<file path="config.mk">
export PLATFORM = sky130hd
export DESIGN_NAME = ncpu32k_ibus_sram_resp
export DESIGN_NICKNAME = d
export VERILOG_FILES = /design/src/rtl/ncpu32k_ibus_sram_resp.sv
export SDC_FILE = /design/constraint.sdc
export NUM_CORES = 1
export LEC_CHECK = 0
export ABC_AREA = 1
export CAP_MARGIN = 20
export CORE_ASPECT_RATIO = 1.75
export CORE_MARGIN = 2
export CORE_UTILIZATION = 50
export DETAILED_ROUTE_END_ITERATION = 8
export PLACE_DENSITY = 0.77
export SKIP_CTS_REPAIR_TIMING = 1
export SLEW_MARGIN = 20
export SYNTH_ARGS = -nofsm -noshare
export SYNTH_HDL_FRONTEND = slang
export SYNTH_SLANG_ARGS = --single-unit
</file>
<file path="constraint.sdc">
create_clock -name clk -period 1.9 [get_ports clk]
set_input_delay 0.38 -clock clk [delete_from_list [all_inputs] [get_ports clk]]
set_output_delay 0.38 -clock clk [all_outputs]
set_load 0.1 [all_outputs]
</file>
<file path="src/rtl/ncpu32k_ibus_sram_resp.sv">
// ncpu32k_ibus_sram_resp
// ----------------------------------------------------------------------------
// Instruction-side frontbus responder. Accepts fetch requests on the A
// channel, reads one word from an external synchronous SRAM and returns the
// word plus an exception code on the B channel through a small response FIFO.
// Requests that carry an upstream exception, are misaligned or fall outside
// the attached SRAM are answered directly without an SRAM access.
//
// Ports:
//   clk, rst_n      clock, asynchronous active-low reset
//   ibus_AREADY     responder can accept a request
//   ibus_AVALID     request valid
//   ibus_AADDR      byte address of the instruction
//   ibus_AEXC       upstream exception code attached to the request
//   ibus_BVALID     response valid
//   ibus_BREADY     requester accepts the response
//   ibus_BDATA      instruction word
//   ibus_BEXC       response exception code
//   mem_en          SRAM read enable (one cycle per normal request)
//   mem_addr        SRAM word address (holds its value outside a read)
//   mem_dout        SRAM read data, valid the cycle after mem_en
//
// Optional feature macro: NCPU_IBUS_RESP_BYPASS_EN
//   When defined, the SRAM word is forwarded combinationally to the B channel
//   in the capture cycle if the response FIFO is empty, saving one cycle.
//   When undefined, every response is served from the FIFO registers.
// ----------------------------------------------------------------------------
`ifndef NCPU_AW
`define NCPU_AW 32
`endif
`ifndef NCPU_IW
`define NCPU_IW 32
`endif

module ncpu32k_ibus_sram_resp #(
  parameter int CONFIG_MEM_AW      = 12,
  parameter int CONFIG_WAIT_CYCLES = 0,
  parameter int CONFIG_RESP_DEPTH  = 2
) (
  input  logic                     clk,
  input  logic                     rst_n,
  output logic                     ibus_AREADY,
  input  logic                     ibus_AVALID,
  input  logic [`NCPU_AW-1:0]      ibus_AADDR,
  input  logic [1:0]               ibus_AEXC,
  output logic                     ibus_BVALID,
  input  logic                     ibus_BREADY,
  output logic [`NCPU_IW-1:0]      ibus_BDATA,
  output logic [1:0]               ibus_BEXC,
  output logic                     mem_en,
  output logic [CONFIG_MEM_AW-1:0] mem_addr,
  input  logic [`NCPU_IW-1:0]      mem_dout
);

  localparam int PTR_W = $clog2(CONFIG_RESP_DEPTH);
  localparam logic [PTR_W:0] PTR_ONE = (PTR_W+1)'(1);
  localparam logic [3:0] WAIT_INIT =
    (CONFIG_WAIT_CYCLES > 0) ? 4'(CONFIG_WAIT_CYCLES - 1) : 4'd0;

  typedef enum logic [1:0] {
    S_IDLE = 2'd0,
    S_WAIT = 2'd1,
    S_READ = 2'd2,
    S_CAPT = 2'd3
  } state_t;

  // Priority: upstream exception, then misalignment, then out-of-range.
  function automatic logic [1:0] f_classify(input logic [`NCPU_AW-1:0] addr,
                                            input logic [1:0]          exc);
    if (exc != 2'b00)
      return exc;
    else if (addr[1:0] != 2'b00)
      return 2'b01;
    else if ((addr >> (CONFIG_MEM_AW + 2)) != '0)
      return 2'b10;
    else
      return 2'b00;
  endfunction

  state_t                   r_state;
  state_t                   w_state_nxt;
  logic [3:0]               r_wcnt;
  logic [CONFIG_MEM_AW-1:0] r_req_addr;
  logic [CONFIG_MEM_AW-1:0] r_mem_addr;

  logic [`NCPU_IW-1:0]      r_fifo_data [CONFIG_RESP_DEPTH];
  logic [1:0]               r_fifo_exc  [CONFIG_RESP_DEPTH];
  logic [PTR_W:0]           r_wptr;
  logic [PTR_W:0]           r_rptr;

  logic                     w_empty;
  logic                     w_full;
  logic                     w_accept;
  logic [1:0]               w_req_exc;
  logic                     w_normal;
  logic                     w_exc_push;
  logic                     w_capt;
  logic                     w_byp;
  logic                     w_push;
  logic                     w_pop;
  logic [`NCPU_IW-1:0]      w_push_data;
  logic [1:0]               w_push_exc;
  logic [CONFIG_MEM_AW-1:0] w_acc_word;

  // Extra pointer bit distinguishes full from empty when indices match.
  assign w_empty = (r_wptr == r_rptr);
  assign w_full  = (r_wptr[PTR_W] != r_rptr[PTR_W]) &&
                   (r_wptr[PTR_W-1:0] == r_rptr[PTR_W-1:0]);

  assign w_accept   = ibus_AVALID && ibus_AREADY;
  assign w_req_exc  = f_classify(ibus_AADDR, ibus_AEXC);
  assign w_normal   = w_accept && (w_req_exc == 2'b00);
  assign w_exc_push = w_accept && (w_req_exc != 2'b00);
  assign w_acc_word = ibus_AADDR[CONFIG_MEM_AW+1:2];
  assign w_capt     = (r_state == S_CAPT);

`ifdef NCPU_IBUS_RESP_BYPASS_EN
  assign w_byp = w_capt && w_empty;
`else
  assign w_byp = 1'b0;
`endif

  // A bypassed word taken by the requester in the capture cycle is never
  // stored. Accepts happen only in IDLE, so the two push sources never
  // collide.
  assign w_push      = w_exc_push || (w_capt && !(w_byp && ibus_BREADY));
  assign w_push_data = w_capt ? mem_dout : '0;
  assign w_push_exc  = w_capt ? 2'b00 : w_req_exc;
  assign w_pop       = !w_empty && ibus_BREADY;

  // FSM state register
  always_ff @(posedge clk or negedge rst_n) begin
    if (!rst_n)
      r_state <= S_IDLE;
    else
      r_state <= w_state_nxt;
  end

  // FSM next-state logic
  always_comb begin
    w_state_nxt = r_state;
    case (r_state)
      S_IDLE: if (w_normal)
                w_state_nxt = (CONFIG_WAIT_CYCLES > 0) ? S_WAIT : S_READ;
      S_WAIT: if (r_wcnt == 4'd0) w_state_nxt = S_READ;
      S_READ: w_state_nxt = S_CAPT;
      S_CAPT: w_state_nxt = S_IDLE;
      default: w_state_nxt = S_IDLE;
    endcase
  end

  // FSM outputs: ready only when idle and a response slot is guaranteed
  always_comb begin
    mem_en      = (r_state == S_READ);
    ibus_AREADY = (r_state == S_IDLE) && !w_full;
  end

  // Wait-state counter and address latches
  always_ff @(posedge clk or negedge rst_n) begin
    if (!rst_n) begin
      r_wcnt     <= 4'd0;
      r_req_addr <= '0;
      r_mem_addr <= '0;
    end else begin
      if (w_normal) begin
        r_wcnt     <= WAIT_INIT;
        r_req_addr <= w_acc_word;
      end else if ((r_state == S_WAIT) && (r_wcnt != 4'd0)) begin
        r_wcnt <= r_wcnt - 4'd1;
      end
      // mem_addr only moves when a read is about to be issued.
      if ((w_state_nxt == S_READ) && (r_state != S_READ))
        r_mem_addr <= (r_state == S_IDLE) ? w_acc_word : r_req_addr;
    end
  end

  assign mem_addr = r_mem_addr;

  // Response FIFO. Storage is cleared on reset so BDATA/BEXC read zero.
  always_ff @(posedge clk or negedge rst_n) begin
    if (!rst_n) begin
      r_wptr <= '0;
      r_rptr <= '0;
      for (int i = 0; i < CONFIG_RESP_DEPTH; i++) begin
        r_fifo_data[i] <= '0;
        r_fifo_exc[i]  <= 2'b00;
      end
    end else begin
      if (w_push) begin
        r_fifo_data[r_wptr[PTR_W-1:0]] <= w_push_data;
        r_fifo_exc[r_wptr[PTR_W-1:0]]  <= w_push_exc;
        r_wptr <= r_wptr + PTR_ONE;
      end
      if (w_pop)
        r_rptr <= r_rptr + PTR_ONE;
    end
  end

`ifdef NCPU_IBUS_RESP_BYPASS_EN
  always_comb begin
    ibus_BVALID = !w_empty;
    ibus_BDATA  = r_fifo_data[r_rptr[PTR_W-1:0]];
    ibus_BEXC   = r_fifo_exc[r_rptr[PTR_W-1:0]];
    if (w_byp) begin
      ibus_BVALID = 1'b1;
      ibus_BDATA  = mem_dout;
      ibus_BEXC   = 2'b00;
    end
  end
`else
  assign ibus_BVALID = !w_empty;
  assign ibus_BDATA  = r_fifo_data[r_rptr[PTR_W-1:0]];
  assign ibus_BEXC   = r_fifo_exc[r_rptr[PTR_W-1:0]];
`endif

endmodule

</file>
==> results.cfg <==
[finish]
fill_cells = 721
num-nets-final = 887
diodes = 0
multi_input_area_um2 = 2130
seq_area_um2 = 2550
stdcell_count = 945
area_growth_pct = 44.3
drive_gt1_share_pct = 17.8

[synth]
yosysSeqAreaShare_pct = 50.9
syn-instance-count = 687
synth_common_cells = nand2_1, dfrtp_1, inv_1
syn-num-nets = 759
synth_edf_count = 0
ys_warn_count = 0
synth_top_area_share_pct = 50.9
synth.ff_latch_count = 102
async_reset_ff_share_pct = 100
synthFlopType = dfrtp_1
synth_cell_type_count = 26
synthTopCellsByArea = dfrtp_1, nand2_1, inv_1
syn_area_um2 = 5010
synth.most_common_cell = nand2_1
synth_area_per_cell_um2 = 7.30
synth_top_area_cell = dfrtp_1

[die]
initial_core_util_pct = 51.2
rows = 48
coreArea_um2 = 9790
fp.dieArea_um2 = 10900
die_h_um = 136
die_x_um = 79.7
io_pins = 119

[worst_setup_path]
critPathKind = flop to primary output
crit_path_start_kind = flop
crit_required_ns = 1.52
crit_chain = clkinv_4, nand2_2, nand2_1, nand2_1, nand2_2, inv_2, buf_12
critPathSlowestCell = dfrtp_2
critPathCaptureType = primary output
cp.arrival_ns = 1.42
max_stage_delay_ns = 0.41
crit_fanout = 6

[clock_network]
cts_htree_levels = 3
path_clk_slew_ns = 0.07
clk_latency_ns = 0.34
cts_tree = yes
cts_root_buf = clkbuf_16
clock-sinks = 102
cts-buffers-inserted = 9
clockBufferDepth = 2

[sta]
fin_ws_ns = 0.101
skew_ns = 0.00783
maxSlewViolCount = 0
fmax_ghz = 0.556
final.min_clock_period_ns = 1.80
whs_ns = -0.0282
relSlewSlack_pct = 69.9
rsz0062_at_grt = false
worst_pin_slew_ns = 0.451
fin_crit_sh_pct = 94.7
hold_viol = 31
setup_violations = 0

[pwr]
power_switching_share_pct = 37.8
intPower_mw = 4.06
p_switching_mw = 2.47
power_frac_clock_pct = 26.3
power_density_nw_per_um2 = 903
p_seq_share_pct = 35.7
vdd_drop_max_mv = 1.30
p_comb_share_pct = 38.0
leakage_nw = 3.94

[placed_design]
dp_hpwl_um = 9200
portBuffers = 118
preCtsSetupSlack_ns = -0.0989
gp_congestion = 0.812
dp_cells = 927

[route]
dr.pass1.iters = 4
ant_nets = 0
wirelength_um = 12500
vias = 4584
drt-initial-drc-count = 235
avgRoutedWirePerCell_um = 13.2
drc = 0
vias_per_cell = 4.85

[grt]
grt_pass1_vias = 4830
grt_max_degree = 39
antenna_found_initial = 0
grt_pass1_wl_um = 21300
gr-total-overflow = 0
track_usage_pct = 25.1

[worst_hold_path]
hold_class = input port to async pin

[outcome]
violations = negative hold slack
status = finished with violations

[job]
drv_cap = 0
-- registers in the layout, indices dropped and copies added, names as in the netlist --
register / count
r_fifo_data: 64
r_wcnt: 4
r_state: 2
r_wptr: 2
mem_addr: 12
r_fifo_exc: 4
r_rptr: 2
r_req_addr: 12
-- stage by stage --
stage	setup TNS, ns	hold slack, ns	utilization (%)	power, mW	area, um2
3_5_place_dp	-4.68	0.358	70.8	4.80	6930
2_1_floorplan	0	0.0844	-	3.78	5100
6_report	0	-0.0282	73.9	6.53	7230
5_1_grt	0	0.00111	73.9	6.83	7230
3_3_place_gp	-2.45	0.352	70.8	4.77	6930
4_1_cts	-0.378	-0.0206	73.6	6.52	7210
-- critical path: cells and delay by family, from the launching register on --
kind	cells	cell delay [ns]
and+or+nand+nor	4	0.33
DFF	1	0.41
buffers and inverters	3	0.35
-- layout make-up --
| class | instances | share of cell area [%] |
|---|---|---|
| clock buffer | 11 | 3.36 |
| inverter | 62 | 3.29 |
| clock inverter | 5 | 0.467 |
| multi-input combinational | 493 | 29.4 |
| tap | 125 | 2.16 |
| sequential | 102 | 35.3 |
| timing repair buffer | 147 | 26.0 |
-- cell usage in the layout, fill, tap and decap left out, types with 2 or more instances in the layout --
cell | Yosys | final
xor2_1 | 3 | 3
clkinvlp_4 | 0 | 2
inv_2 | 3 | 4
nand2_4 | 4 | 4
o21ai_0 | 16 | 16
clkdlybuf4s50_1 | 0 | 68
buf_12 | 0 | 48
nor2_4 | 1 | 2
o21ai_1 | 12 | 12
nand2_2 | 4 | 34
nor2_2 | 2 | 2
clkinv_2 | 0 | 2
buf_4 | 3 | 30
inv_1 | 58 | 57
nor3_2 | 2 | 2
dfrtp_1 | 102 | 101
clkbuf_16 | 0 | 9
nor2_1 | 51 | 50
nand2_1 | 367 | 337
ha_1 | 2 | 2
nand3_1 | 22 | 21
nor3_1 | 2 | 2
-- metal layers --
metal	share of wire, %	wire, um	vias to the layer above	GRT usage (%)
li1	-	-	2300	-
met1	38	4780	2138	27.3
met2	55	6860	124	45.9
met3	4.3	542	22	3.25
met4	2.5	308	0	13.9
met5	0	0	-	0
-- power by group through the flow --
stage	registers (mW)	clock network, mW	logic, mW
2_1_floorplan	2.34	0	1.44
3_5_place_dp	2.37	0	2.43
6_report	2.33	1.72	2.48
5_1_grt	2.34	1.83	2.66
4_1_cts	2.33	1.74	2.45
3_3_place_gp	2.36	0	2.41
-- final timing paths --
check	depth (start not counted)	end	slack, ns	from
worst min register to register	2	r_fifo_data[1]	0.47	r_fifo_data[1]
max in group asynchronous	2	r_rptr[0]	1.29	rst_n
worst max-delay path	7	ibus_AREADY	0.10	r_rptr[0]
worst max register to register	12	r_fifo_data[50]	0.22	r_rptr[0]
worst min-delay path	1	r_fifo_data[40]	-0.03	rst_n
min in group clk	2	r_fifo_data[1]	0.47	r_fifo_data[1]
-- cell families after synthesis --
logic type	share of synthesized area [%]
buf+inv	8.36
flops	50.9
compound gates	3.05
fa+ha+maj	0.499
simple gates	36.6
xor+xnor	0.524
Note: power is estimated with default switching activity, not from simulation.
